<file path="src/rtl/dmi_boot_pkg.sv">
// Shared types and helpers for the DMI boot sequencer.
// Encodes the fixed debug-module request list used to start a hart.
package dmi_boot_pkg;

    // Debug module register addresses on the DMI bus
    localparam logic [6:0] DMI_DATA0      = 7'h04;
    localparam logic [6:0] DMI_DMCONTROL  = 7'h10;
    localparam logic [6:0] DMI_DMSTATUS   = 7'h11;
    localparam logic [6:0] DMI_ABSTRACTCS = 7'h16;
    localparam logic [6:0] DMI_COMMAND    = 7'h17;

    // DMI operation encodings
    localparam logic [1:0] DMI_OP_NOP   = 2'd0;
    localparam logic [1:0] DMI_OP_READ  = 2'd1;
    localparam logic [1:0] DMI_OP_WRITE = 2'd2;

    // DMI response encodings
    localparam logic [1:0] DMI_RESP_OK       = 2'd0;
    localparam logic [1:0] DMI_RESP_RESERVED = 2'd1;
    localparam logic [1:0] DMI_RESP_FAILED   = 2'd2;
    localparam logic [1:0] DMI_RESP_BUSY     = 2'd3;

    localparam logic [11:0] CSR_DPC = 12'h7B1;

    // dmcontrol / dmstatus / abstractcs bit positions
    localparam int unsigned DMCTRL_HALTREQ   = 31;
    localparam int unsigned DMCTRL_RESUMEREQ = 30;
    localparam int unsigned DMSTAT_ALLHALTED = 9;
    localparam int unsigned DMSTAT_ALLRESUME = 17;
    localparam int unsigned ACS_BUSY         = 12;

    typedef enum logic [3:0] {
        STEP_ACTIVATE    = 4'd0,
        STEP_SELECT      = 4'd1,
        STEP_HALTREQ     = 4'd2,
        STEP_WAIT_HALT   = 4'd3,
        STEP_CLR_HALT    = 4'd4,
        STEP_DATA0       = 4'd5,
        STEP_COMMAND     = 4'd6,
        STEP_WAIT_CMD    = 4'd7,
        STEP_RESUMEREQ   = 4'd8,
        STEP_WAIT_RESUME = 4'd9,
        STEP_CLR_RESUME  = 4'd10
    } step_e;

    localparam int unsigned NUM_STEPS = 11;

    typedef enum logic [2:0] {
        ST_IDLE  = 3'd0,
        ST_REQ   = 3'd1,
        ST_RESP  = 3'd2,
        ST_DONE  = 3'd3,
        ST_ERROR = 3'd4
    } state_e;

    typedef struct packed {
        logic [6:0]  addr;
        logic [1:0]  op;
        logic [31:0] data;
    } dmi_req_t;

    // Abstract command: access register, aarsize=2, transfer, write, regno
    function automatic logic [31:0] access_reg_write(input logic [11:0] regno);
        logic [31:0] cmd;
        cmd        = '0;
        cmd[22:20] = 3'd2;
        cmd[17]    = 1'b1;
        cmd[16]    = 1'b1;
        cmd[11:0]  = regno;
        return cmd;
    endfunction

    // Request issued for a given step
    function automatic dmi_req_t step_req(input step_e step,
                                          input logic [9:0] hartsel,
                                          input logic [31:0] boot_addr);
        dmi_req_t    req;
        logic [31:0] sel;
        sel       = {6'd0, hartsel, 15'd0, 1'b1};
        req.addr  = DMI_DMCONTROL;
        req.op    = DMI_OP_WRITE;
        req.data  = sel;
        unique case (step)
            STEP_ACTIVATE: req.data = 32'h1;
            STEP_SELECT: req.data = sel;
            STEP_HALTREQ: req.data[DMCTRL_HALTREQ] = 1'b1;
            STEP_WAIT_HALT: begin
                req.addr = DMI_DMSTATUS;
                req.op   = DMI_OP_READ;
                req.data = '0;
            end
            STEP_CLR_HALT: req.data = sel;
            STEP_DATA0: begin
                req.addr = DMI_DATA0;
                req.data = boot_addr;
            end
            STEP_COMMAND: begin
                req.addr = DMI_COMMAND;
                req.data = access_reg_write(CSR_DPC);
            end
            STEP_WAIT_CMD: begin
                req.addr = DMI_ABSTRACTCS;
                req.op   = DMI_OP_READ;
                req.data = '0;
            end
            STEP_RESUMEREQ: req.data[DMCTRL_RESUMEREQ] = 1'b1;
            STEP_WAIT_RESUME: begin
                req.addr = DMI_DMSTATUS;
                req.op   = DMI_OP_READ;
                req.data = '0;
            end
            STEP_CLR_RESUME: req.data = sel;
            default: req = '0;
        endcase
        return req;
    endfunction

    // Poll-exit condition for read steps
    function automatic logic poll_met(input step_e step,
                                      input logic [31:0] rdata);
        logic met;
        unique case (step)
            STEP_WAIT_HALT:   met = rdata[DMSTAT_ALLHALTED];
            STEP_WAIT_CMD:    met = ~rdata[ACS_BUSY];
            STEP_WAIT_RESUME: met = rdata[DMSTAT_ALLRESUME];
            default:          met = 1'b1;
        endcase
        return met;
    endfunction

    // Abstract command finished but reported cmderr
    function automatic logic cmd_failed(input step_e step,
                                        input logic [31:0] rdata);
        return (step == STEP_WAIT_CMD) && !rdata[ACS_BUSY]
            && (rdata[10:8] != 3'd0);
    endfunction

endpackage

</file>
<file path="src/rtl/dmi_boot_sequencer.sv">
// DMI master that halts a hart, writes DPC and resumes it.
// Replaces the JTAG boot sequence so a preloaded image starts by itself.
module dmi_boot_sequencer
    import dmi_boot_pkg::*;
#(
    parameter logic [9:0]  HartSel        = 10'd0,
    parameter int unsigned PollLimit      = 1024,
    parameter int unsigned BusyRetryLimit = 16
) (
    input  logic        clk_i,
    input  logic        rst_ni,
    input  logic        start_i,
    input  logic [31:0] boot_addr_i,
    output logic        dmi_req_valid_o,
    input  logic        dmi_req_ready_i,
    output logic [6:0]  dmi_req_addr_o,
    output logic [1:0]  dmi_req_op_o,
    output logic [31:0] dmi_req_data_o,
    input  logic        dmi_resp_valid_i,
    output logic        dmi_resp_ready_o,
    input  logic [31:0] dmi_resp_data_i,
    input  logic [1:0]  dmi_resp_resp_i,
    output logic        busy_o,
    output logic        done_o,
    output logic        error_o,
    output logic [3:0]  err_step_o
);

    localparam int unsigned PollW = $clog2(PollLimit + 1);
    localparam int unsigned BusyW = $clog2(BusyRetryLimit + 1);

    // Counter values at which one more event hits the limit
    localparam logic [PollW-1:0] PollMax = PollW'(PollLimit - 1);
    localparam logic [BusyW-1:0] BusyMax = BusyW'(BusyRetryLimit - 1);

    state_e           state_q, state_d;
    step_e            step_q, step_d;
    logic [31:0]      addr_q, addr_d;
    logic [PollW-1:0] poll_cnt_q, poll_cnt_d;
    logic [BusyW-1:0] busy_cnt_q, busy_cnt_d;
    dmi_req_t         req;
    logic             is_write;

    assign req      = step_req(step_q, HartSel, addr_q);
    assign is_write = (req.op == DMI_OP_WRITE);

    // State, step, latched address and retry counters
    always_ff @(posedge clk_i or negedge rst_ni) begin
        if (!rst_ni) begin
            state_q    <= ST_IDLE;
            step_q     <= STEP_ACTIVATE;
            addr_q     <= '0;
            poll_cnt_q <= '0;
            busy_cnt_q <= '0;
        end else begin
            state_q    <= state_d;
            step_q     <= step_d;
            addr_q     <= addr_d;
            poll_cnt_q <= poll_cnt_d;
            busy_cnt_q <= busy_cnt_d;
        end
    end

    // Next-state: request handshake, response decode, retries and polls
    always_comb begin
        state_d    = state_q;
        step_d     = step_q;
        addr_d     = addr_q;
        poll_cnt_d = poll_cnt_q;
        busy_cnt_d = busy_cnt_q;
        unique case (state_q)
            ST_IDLE, ST_DONE, ST_ERROR: begin
                if (start_i) begin
                    state_d    = ST_REQ;
                    step_d     = STEP_ACTIVATE;
                    addr_d     = boot_addr_i;
                    poll_cnt_d = '0;
                    busy_cnt_d = '0;
                end
            end
            ST_REQ: begin
                if (dmi_req_ready_i) begin
                    state_d = ST_RESP;
                end
            end
            ST_RESP: begin
                if (dmi_resp_valid_i) begin
                    unique case (dmi_resp_resp_i)
                        DMI_RESP_OK: begin
                            if (cmd_failed(step_q, dmi_resp_data_i)) begin
                                state_d = ST_ERROR;
                            end else if (is_write ||
                                         poll_met(step_q, dmi_resp_data_i)) begin
                                poll_cnt_d = '0;
                                busy_cnt_d = '0;
                                if (step_q == STEP_CLR_RESUME) begin
                                    state_d = ST_DONE;
                                end else begin
                                    state_d = ST_REQ;
                                    step_d  = step_e'(4'(step_q) + 4'd1);
                                end
                            end else if (poll_cnt_q == PollMax) begin
                                state_d = ST_ERROR;
                            end else begin
                                state_d    = ST_REQ;
                                poll_cnt_d = poll_cnt_q + PollW'(1);
                                busy_cnt_d = '0;
                            end
                        end
                        DMI_RESP_BUSY: begin
                            if (busy_cnt_q == BusyMax) begin
                                state_d = ST_ERROR;
                            end else begin
                                state_d    = ST_REQ;
                                busy_cnt_d = busy_cnt_q + BusyW'(1);
                            end
                        end
                        default: state_d = ST_ERROR;
                    endcase
                end
            end
            default: state_d = ST_IDLE;
        endcase
    end

    // Outputs are pure decodes of the registered state
    always_comb begin
        dmi_req_valid_o  = (state_q == ST_REQ);
        dmi_req_addr_o   = '0;
        dmi_req_op_o     = DMI_OP_NOP;
        dmi_req_data_o   = '0;
        dmi_resp_ready_o = (state_q == ST_RESP);
        busy_o           = (state_q == ST_REQ) || (state_q == ST_RESP);
        done_o           = (state_q == ST_DONE);
        error_o          = (state_q == ST_ERROR);
        err_step_o       = '0;
        if (dmi_req_valid_o) begin
            dmi_req_addr_o = req.addr;
            dmi_req_op_o   = req.op;
            dmi_req_data_o = is_write ? req.data : 32'h0;
        end
        if (error_o) begin
            err_step_o = 4'(step_q);
        end
    end

endmodule

</file>
<file path="config.mk">
export PLATFORM = sky130hd
export DESIGN_NAME = dmi_boot_sequencer
export DESIGN_NICKNAME = d
export VERILOG_FILES = /design/src/rtl/dmi_boot_pkg.sv /design/src/rtl/dmi_boot_sequencer.sv
export SDC_FILE = /design/constraint.sdc
export NUM_CORES = 1
export LEC_CHECK = 0
export ABC_AREA = 1
export BUFFER_PORTS_ARGS = -buffer_cell sky130_fd_sc_hd__buf_2
export CAP_MARGIN = 0
export CORE_ASPECT_RATIO = 0.75
export CORE_MARGIN = 4
export CORE_UTILIZATION = 40
export DETAILED_ROUTE_END_ITERATION = 6
export GPL_ROUTABILITY_DRIVEN = 0
export PLACE_DENSITY = 0.66
export SYNTH_ARGS = -nofsm -noshare
export SYNTH_HDL_FRONTEND = slang
export SYNTH_SLANG_ARGS = --single-unit
</file>
<file path="constraint.sdc">
create_clock -name clk_i -period 2.8 [get_ports clk_i]
set_input_delay 0.42 -clock clk_i [delete_from_list [all_inputs] [get_ports clk_i]]
set_output_delay 0.42 -clock clk_i [all_outputs]
set_load 0.1 [all_outputs]
</file>
* Yosys cells after proc, flatten, opt, wreduce, memory -nomap -nowiden
Cells that the tools add are included.
** Word-level totals
- Bits in registers :: 55
- Bits of input ports :: 71
- Output and inout port bits :: 50
- Logic and storage cells :: 106
** Operators by class
- $add $sub $neg :: 3
- Eq/ne operators :: 30
- Mux-type cells :: 47
- Bitwise operators :: 1
- Reductions and logical operators :: 20
** Operators by type and width (count)
- one-hot mux 30 bit (3 select lines) :: 1
- 2-to-1 mux 11 bit :: 6
- 2-to-1 mux 32 bit :: 2
- 2-to-1 mux 5 bit :: 6
- 2-to-1 mux 4 bit :: 7
- one-hot mux 5 bit (5 select lines) :: 1
- one-hot mux 11 bit (2 select lines) :: 1
- 2-to-1 mux 3 bit :: 7
- one-hot mux 5 bit (2 select lines) :: 2
- == test 4 x 3 -> 1 bit (second input constant) :: 4
- AND reduction 7 bit :: 2
- == test 4 bit (second input constant) :: 3
- adder 11 x 1 -> 11 bit (second input constant) :: 1
- == test 11 x 10 -> 1 bit (second input constant) :: 1
- inequality test 3 bit (second input constant) :: 3
- one-hot mux 3 bit (3 select lines) :: 1
- == test 4 x 2 -> 1 bit (second input constant) :: 2
- inequality test 2 bit (second input constant) :: 4
- one-hot mux 4 bit (2 select lines) :: 1
- OR reduction 8 bit :: 1
- 2-to-1 mux 7 bit :: 1
- == test 3 x 2 -> 1 bit (second input constant) :: 2
- inequality test 2 x 1 -> 1 bit (second input constant) :: 3
- one-hot mux 3 bit (2 select lines) :: 1
- 29 further kinds :: 38

* Logic depth before layout (Yosys ltp)
Gate-level depths: netlist of the first run.
- Depth in word-level cells :: 13
- Depth in mapped cells :: 12
- Depth with buffers taken out :: 12

* Least setup slack after synthesis of the first run
Ideal clock, no wire load.
- Path type :: reg2out
- From :: register state_q[2]
- To :: output port dmi_req_data_o[0]
- Data arrival time :: 3816 ps
- Data required time :: 2380 ps
- Path slack :: -1436 ps
- Cell stages (with the launch flop) :: 4
- Buffers on the path :: 0
- Path through :: dfrtp_1 -> nor3_4 -> inv_2 -> a211oi_1
** On the way
- Cells in the longest elaborated chain, start to end :: 2
** Ends and longest elaborated chain
- start: declaration :: line dmi_boot_sequencer.sv:36 : state_e state_q, state_d;
- start signal: assignment :: line dmi_boot_sequencer.sv:56 : state_q <= state_d;
- == test 3 x 1 -> 1 bit :: line dmi_boot_sequencer.sv:128 : dmi_req_valid_o = (state_q == ST_REQ);
- net dmi_req_valid_o :: line dmi_boot_sequencer.sv:14 : output logic dmi_req_valid_o,
- 2-to-1 mux 32 bit :: line dmi_boot_sequencer.sv:137 : if (dmi_req_valid_o) begin
- end: declaration :: line dmi_boot_sequencer.sv:18 : output logic [31:0] dmi_req_data_o,
The timed path passes the listed nets, and every way through them passes these cells.

* Final worst setup path of the first run
- From :: register step_q[0]
- To :: output port dmi_req_data_o[31]
** On the way
- Cells in the longest elaborated chain, start to end :: 6
- Elaborated cells on any way between the ends :: 18
- Classes of those cells :: 11 x eq/ne; 4 x mux; 3 x reduce/logical
** Ends and longest elaborated chain
- start: declaration :: line dmi_boot_sequencer.sv:37 : step_e step_q, step_d;
- start signal: assignment :: line dmi_boot_sequencer.sv:57 : step_q <= step_d;
- == test 4 bit (tied with other cells) :: line dmi_boot_pkg.sv:83 : unique case (step)
- OR reduction 8 bit (no line) or OR reduction 3 bit (tied branches)
- one-hot mux 2 bit (2 select lines) :: line dmi_boot_pkg.sv:83
- == test 2 bit :: line dmi_boot_sequencer.sv:45 : assign is_write = (req.op == DMI_OP_WRITE);
- 2-to-1 mux 32 bit * :: line dmi_boot_sequencer.sv:140 : dmi_req_data_o = is_write ? req.data : 32'h0;
- 2-to-1 mux 32 bit * :: line dmi_boot_sequencer.sv:137
Mark *: on every way between the ends. The rest lies on a longest branch, timed or not.

==> out/results.tsv, run 1 <==
stage	metric	value	unit
drt	Via density	5.01	
final_layout	share of cells above drive strength 1	43.3	%
run	max_cap viols	0	
clock_tree	CTS Buffer Depth	2	
floorplanning	I/O Pins	121	
setup_path	R2R Path End	poll_cnt_q[3]	
sta	Tmin final	2680	ps
synth	synthesized flop and latch total	55	
synth	Mapped Area	0.00344	mm2
setup_path	worst reg2reg setup slack	710	ps
place	Placed Cells	611	
grt	initial antenna violation count	0	
run_status	status	completed	
sta	relative slew slack	52.7	%
clock_tree	TritonCTS clock tree	yes	
drt	1st-iter DRT viols	146	
drt	Initial DRT Pass Iterations	4	
floorplanning	row cnt	28	
place	post-DP HPWL	6.56	mm
final_layout	Synth-to-Final Area Change	36.1	%
synth	Post-synth EDFFs	0	
floorplanning	die height	88.3	um
synth	area leader, netlist	dfrtp_1	
final_layout	ant diodes	0	
hold_path	Hold WC Path Type	in2async	
drt	final antenna-violating net count	0	
final_layout	Layout Cells excl Fill	620	
place	Setup WS pre-CTS	13.3	ps
clock_tree	CTS buffer count	5	
setup_path	Reg-to-Reg Start	step_q[1]	
place	input/output buffers	90	
power_and_ir_drop	peak supply drop	0.553	mV
grt	largest net degree at the start of global routing	56	
setup_path	Critical Path End Type	output port	
setup_path	slowest stage delay, CP	440	ps
synth	Mapped Avg Cell Area	8.25	um2
sta	final setup TNS	0	ps
sta	Final Hold Slack	258	ps
synth	ys async rst share	100	%
grt	first-pass GRT wire length	14.8	mm
clock_tree	clk sink count	55	
synth	Area contributors post-synth	dfrtp_1 (40%), mux2_2 (10%), nand2_1 (9.5%)	
clock_tree	Clk pin slew, worst setup/hold paths	70	ps
final_layout	commonest non-fill, non-tap cells in the layout	nand2_1 (87), buf_2 (60), dfrtp_1 (54)	
setup_path	CP top delay family	buffers and inverters	
drt	drc violations	0	
clock_tree	H-tree levels	2	
synth	synth warn	0	
sta	crit share post-route	95.7	%
final_layout	Final Cell Area	0.00468	mm2
sta	final setup violation count	0	
setup_path	worst path required time	2380	ps
final_layout	commonest non-fill, non-tap cell in the layout	nand2_1	
synth	post-synthesis cell count	417	
synth	sequential area share after synthesis	40.0	%
drt	Wirelength per Cell	14.2	um
synth	top_reg_cell synth	dfrtp_1	
setup_path	FF-to-FF path depth	12	
floorplanning	die area	0.0102	mm2
sta	max-slew violations	0	
sta	Clock Skew	6.08	ps
sta	worst-margin pin slew	710	ps
grt	number of global-route vias before repair	3092	
power_and_ir_drop	Leakage Power	2.19	nW
drt	drt total wl	8.79	mm
synth	Netlist cell types	35	
sta	Setup WS post-layout	120	ps
setup_path	crit path cell chain	inv_2 > ha_2 > inv_1 > a21oi_2 > nor3_4 > a21oi_4 > inv_2 > buf_6 > buf_4 > a21oi_4 > buf_12	
clock_tree	clk root buf	clkbuf_16	
setup_path	Critical Path Fanout Max	9	
setup_path	crit path kind	reg2out	
floorplanning	Starting Density	42.3	%
clock_tree	Worst-Skew Late Latency	290	ps
final_layout	final layout net count	594	
floorplanning	die span in x	115	um
floorplanning	core area	0.00813	mm2
setup_path	CP Buf/Inv Count	6	
setup_path	Critical Path Start Type	flip-flop	
power_and_ir_drop	Power Dens Cells	850	mW/mm2
sta	fmax	373	MHz
setup_path	Arr. time, crit path	2260	ps
sta	final hold vios	0	
synth	Synth top area share	40.0	%
setup_path	CP max stage cell	dfrtp_2	
place	placed inst area	0.00442	mm2
grt	all-layer global routing usage	18.0	%
grt	total gr overflow	0	
drt	via count of the routed design	3106	
routing by layer:
metal	GRT usage [%]	share of wire, %
met1	24.4	43
met2	30.6	51
met3	3.69	4.8
met4	3.09	0.91
met5	0	0
final cells by class:
class	instances	area [um2]
clock inverter	2	35.0
fill	721	3450
multi-input combinational	297	2030
inverter	52	226
clock buffer	6	139
sequential	55	1380
tap	105	131
timing repair buffer	103	747
power by group:
part / internal, mW / switching (mW) / total [mW]
combinational: 0.610 / 1.41 / 2.02
sequential: 1.07 / 0.154 / 1.22
clock: 0.446 / 0.286 / 0.732
total: 2.12 / 1.85 / 3.98
worst max-delay path by stage:
stage,from,endpoint,slack [ps],depth (start not counted)
floorplan,state_q[0],err_step_o[0],-170,5
global placement,step_q[1],dmi_req_data_o[21],60,10
detailed placement,step_q[1],dmi_req_data_o[16],10,10
CTS,step_q[0],dmi_req_data_o[31],20,11
global route,step_q[0],dmi_req_data_o[31],-0.5,11
finish,step_q[0],dmi_req_data_o[31],120,11
cells in the mapped netlist (2+ instances only):
cell and number:
xor2_1 7, inv_2 5, nor2_1 55, buf_2 7, inv_1 45, nand3_2 4, nor3_2 2, nand2_1 87
buf_4 5, nor2_2 3, a211oi_1 2, nand3_1 25, mux2_2 32, a21oi_2 2, o21ai_0 9, nor3_1 10
a21oi_1 16, nand3_4 2, buf_6 3, dfrtp_1 55, nand4_1 13, o21ai_2 5, or2_2 2, nand2_4 2
ha_1 9
kinds of logic (layout without fill, tap and decap cells):
group	Yosys count	after routing	share of synthesized area, %
AND/OR/NAND/NOR	208	208	28.5
buffers and inverters	67	163	8.84
flip-flops	55	55	40.0
AO/OA/AOI/OAI	38	38	6.98
multiplexers	32	32	10.5
adder cells (fa/ha/maj)	9	9	3.27
XOR/XNOR	7	7	1.78
other	1	3	0.109
registers in the layout, indices dropped and copies added, names as in the netlist:
| register | flops |
|---|---|
| poll_cnt_q | 11 |
| busy_cnt_q | 5 |
| step_q | 4 |
| addr_q | 32 |
| state_q | 3 |
per-stage QoR:
stage               utilization (%)  power (mW)
global route                   57.6        4.22
finish                         57.6        3.98
global placement               54.3        3.17
CTS                            57.4        4.00
detailed placement             54.3        3.23
floorplan                         -        2.86
repair_timing:
item / CTS / global route
pin swaps: 2 / 1
setup endpoints to repair: 23 / 32
buffers inserted: 1 / 0
hold buffers: 0 / 0
resized for setup: 25 / 7
endpoints found under the hold margin: 0 / 0
No activity file was read; power rests on OpenSTA's default activity.
==> run 2, diff against run 1 <==
Settings changed: PLACE_DENSITY 0.66 to 0.64.
==> run 2 against run 1 <==
  * Sequential power about the same
  * Clock skew about the same
  * Sequential cell count unchanged
  * Global-route usage down 0.59 points
  * Non-clock buffer count up 3
  * Routed wire length down 0.97%
==> out/results.tsv, run 2 (synthesis gave the netlist of run 1 again) <==
stage	metric	value	unit
sta	Tmin final	2670	ps
clock_tree	clk root buf	clkbuf_16	
clock_tree	TritonCTS clock tree	yes	
sta	max-slew violations	0	
drt	Wirelength per Cell	14.0	um
grt	total gr overflow	0	
final_layout	Synth-to-Final Area Change	37.0	%
grt	number of global-route vias before repair	2877	
floorplanning	Starting Density	42.3	%
drt	1st-iter DRT viols	149	
grt	initial antenna violation count	0	
drt	Via density	4.89	
sta	relative slew slack	55.5	%
final_layout	Largest register FFs	32	
setup_path	Critical Path Start Type	flip-flop	
drt	drc violations	0	
drt	final antenna-violating net count	0	
sta	final hold vios	0	
power_and_ir_drop	Leakage Power	2.19	nW
clock_tree	Clk pin slew, worst setup/hold paths	70	ps
power_and_ir_drop	peak supply drop	0.709	mV
sta	worst-margin pin slew	668	ps
sta	crit share post-route	95.4	%
power_and_ir_drop	Total Power	3.91	mW
final_layout	commonest non-fill, non-tap cell in the layout	nand2_1	
drt	drt total wl	8.70	mm
place	input/output buffers	90	
final_layout	Top reg by flops	addr_q	
setup_path	Arr. time, crit path	2250	ps
clock_tree	H-tree levels	2	
grt	all-layer global routing usage	17.4	%
clock_tree	hold_buf cts	0	
final_layout	ant diodes	0	
floorplanning	die area	0.0102	mm2
sta	final setup violation count	0	
final_layout	share of cells above drive strength 1	43.6	%
sta	Clock Skew	5.96	ps
clock_tree	clk sink count	55	
run	max_cap viols	0	
hold_path	Hold WC Path Type	in2async	
place	post-DP HPWL	6.65	mm
drt	via count of the routed design	3046	
sta	RSZ-0062 raised after global routing	no	
clock_tree	CTS Buffer Depth	2	
final_layout	fin util	58.0	%
sta	fmax	374	MHz
setup_path	Critical Path Fanout Max	14	
grt	largest net degree at the start of global routing	39	
drt	Initial DRT Pass Iterations	4	
grt	first-pass GRT wire length	14.2	mm
sta	final setup TNS	0	ps
clock_tree	Worst-Skew Late Latency	290	ps
final_layout	final layout net count	597	
power_and_ir_drop	Power Dens Cells	830	mW/mm2
floorplanning	core area	0.00813	mm2
run_status	status	completed	
setup_path	Critical Path End Type	output port	
clock_tree	CTS buffer count	5	
final_layout	commonest non-fill, non-tap cells in the layout	nand2_1 (87), buf_2 (60), dfrtp_1 (53)	
setup_path	worst path required time	2380	ps
final_layout	largest registers	addr_q (32), poll_cnt_q (11), busy_cnt_q (5)	
floorplanning	die height	88.3	um
floorplanning	row cnt	28	
floorplanning	I/O Pins	121	
setup_path	worst reg2reg setup slack	740	ps
floorplanning	die span in x	115	um
setup_path	crit path kind	reg2out	
==> run 2: cell count changes in the layout (fill, tap and decap cells not counted), sizes merged <==
cell	delta
buf	+3
clkinvlp	+1
bufinv	-1
==> run 2: final cells by class <==
class | instances | area [um2]
clock inverter | 2 | 16.3
tap | 105 | 131
clock buffer | 6 | 139
multi-input combinational | 297 | 2030
inverter | 52 | 226
timing repair buffer | 106 | 791
fill | 730 | 3420
sequential | 55 | 1380
==> run 2: critical path, stage by stage, from the launching register on <==
cell	delay [ps]
dfrtp_1	430
inv_1	100
ha_1	240
inv_1	100
a21oi_2	50
nor3_4	270
a21oi_4	100
inv_2	70
buf_6	270
nor2_4	70
buf_4	240
==> run 2: worst paths after layout <==
check	endpoint	depth (start not counted)	start
worst max register to register	poll_cnt_q[8]	12	step_q[1]
max in group asynchronous	step_q[1]	2	rst_ni
worst min-delay path	step_q[3]	1	rst_ni
min in group clk_i	addr_q[7]	2	boot_addr_i[7]
worst min register to register	busy_cnt_q[4]	2	busy_cnt_q[4]
worst max-delay path	dmi_req_data_o[2]	10	step_q[0]
==> run 2: where the power goes <==
group	total [mW]	switching [mW]	internal, mW
clock	0.654	0.296	0.358
sequential	1.22	0.155	1.07
combinational	2.03	1.41	0.617
==> run 2: metal layers <==
metal | global-route usage [%] | part of all wire, % | routed length (um) | up-vias
met4 | 3.52 | 0.77 | 67 | 0
met3 | 3.69 | 3.8 | 327 | 6
met1 | 24.8 | 48 | 4140 | 1440
li1 | - | - | - | 1551
met5 | 0 | 0 | 0 | -
met2 | 27.8 | 48 | 4160 | 49
==> run 2: timing repair <==
| action | in CTS | in global routing |
|---|---|---|
| endpoints found under the setup margin | 30 | 23 |
| buffers inserted | 2 | 1 |
| pin swaps | 2 | 1 |
| gates resized for setup | 26 | 6 |
==> run 2: through the flow <==
stage | instances | setup slack [ps] | cell area [um2] | hold slack, ps
after global placement | 612 | -78.6 | 4440 | 466
after floorplan | 419 | -170 | 3720 | 124
after global routing | 623 | 15.0 | 4710 | 197
after detailed placement | 612 | -136 | 4440 | 481
after CTS | 622 | 15.2 | 4680 | 171
final | 623 | 130 | 4710 | 157
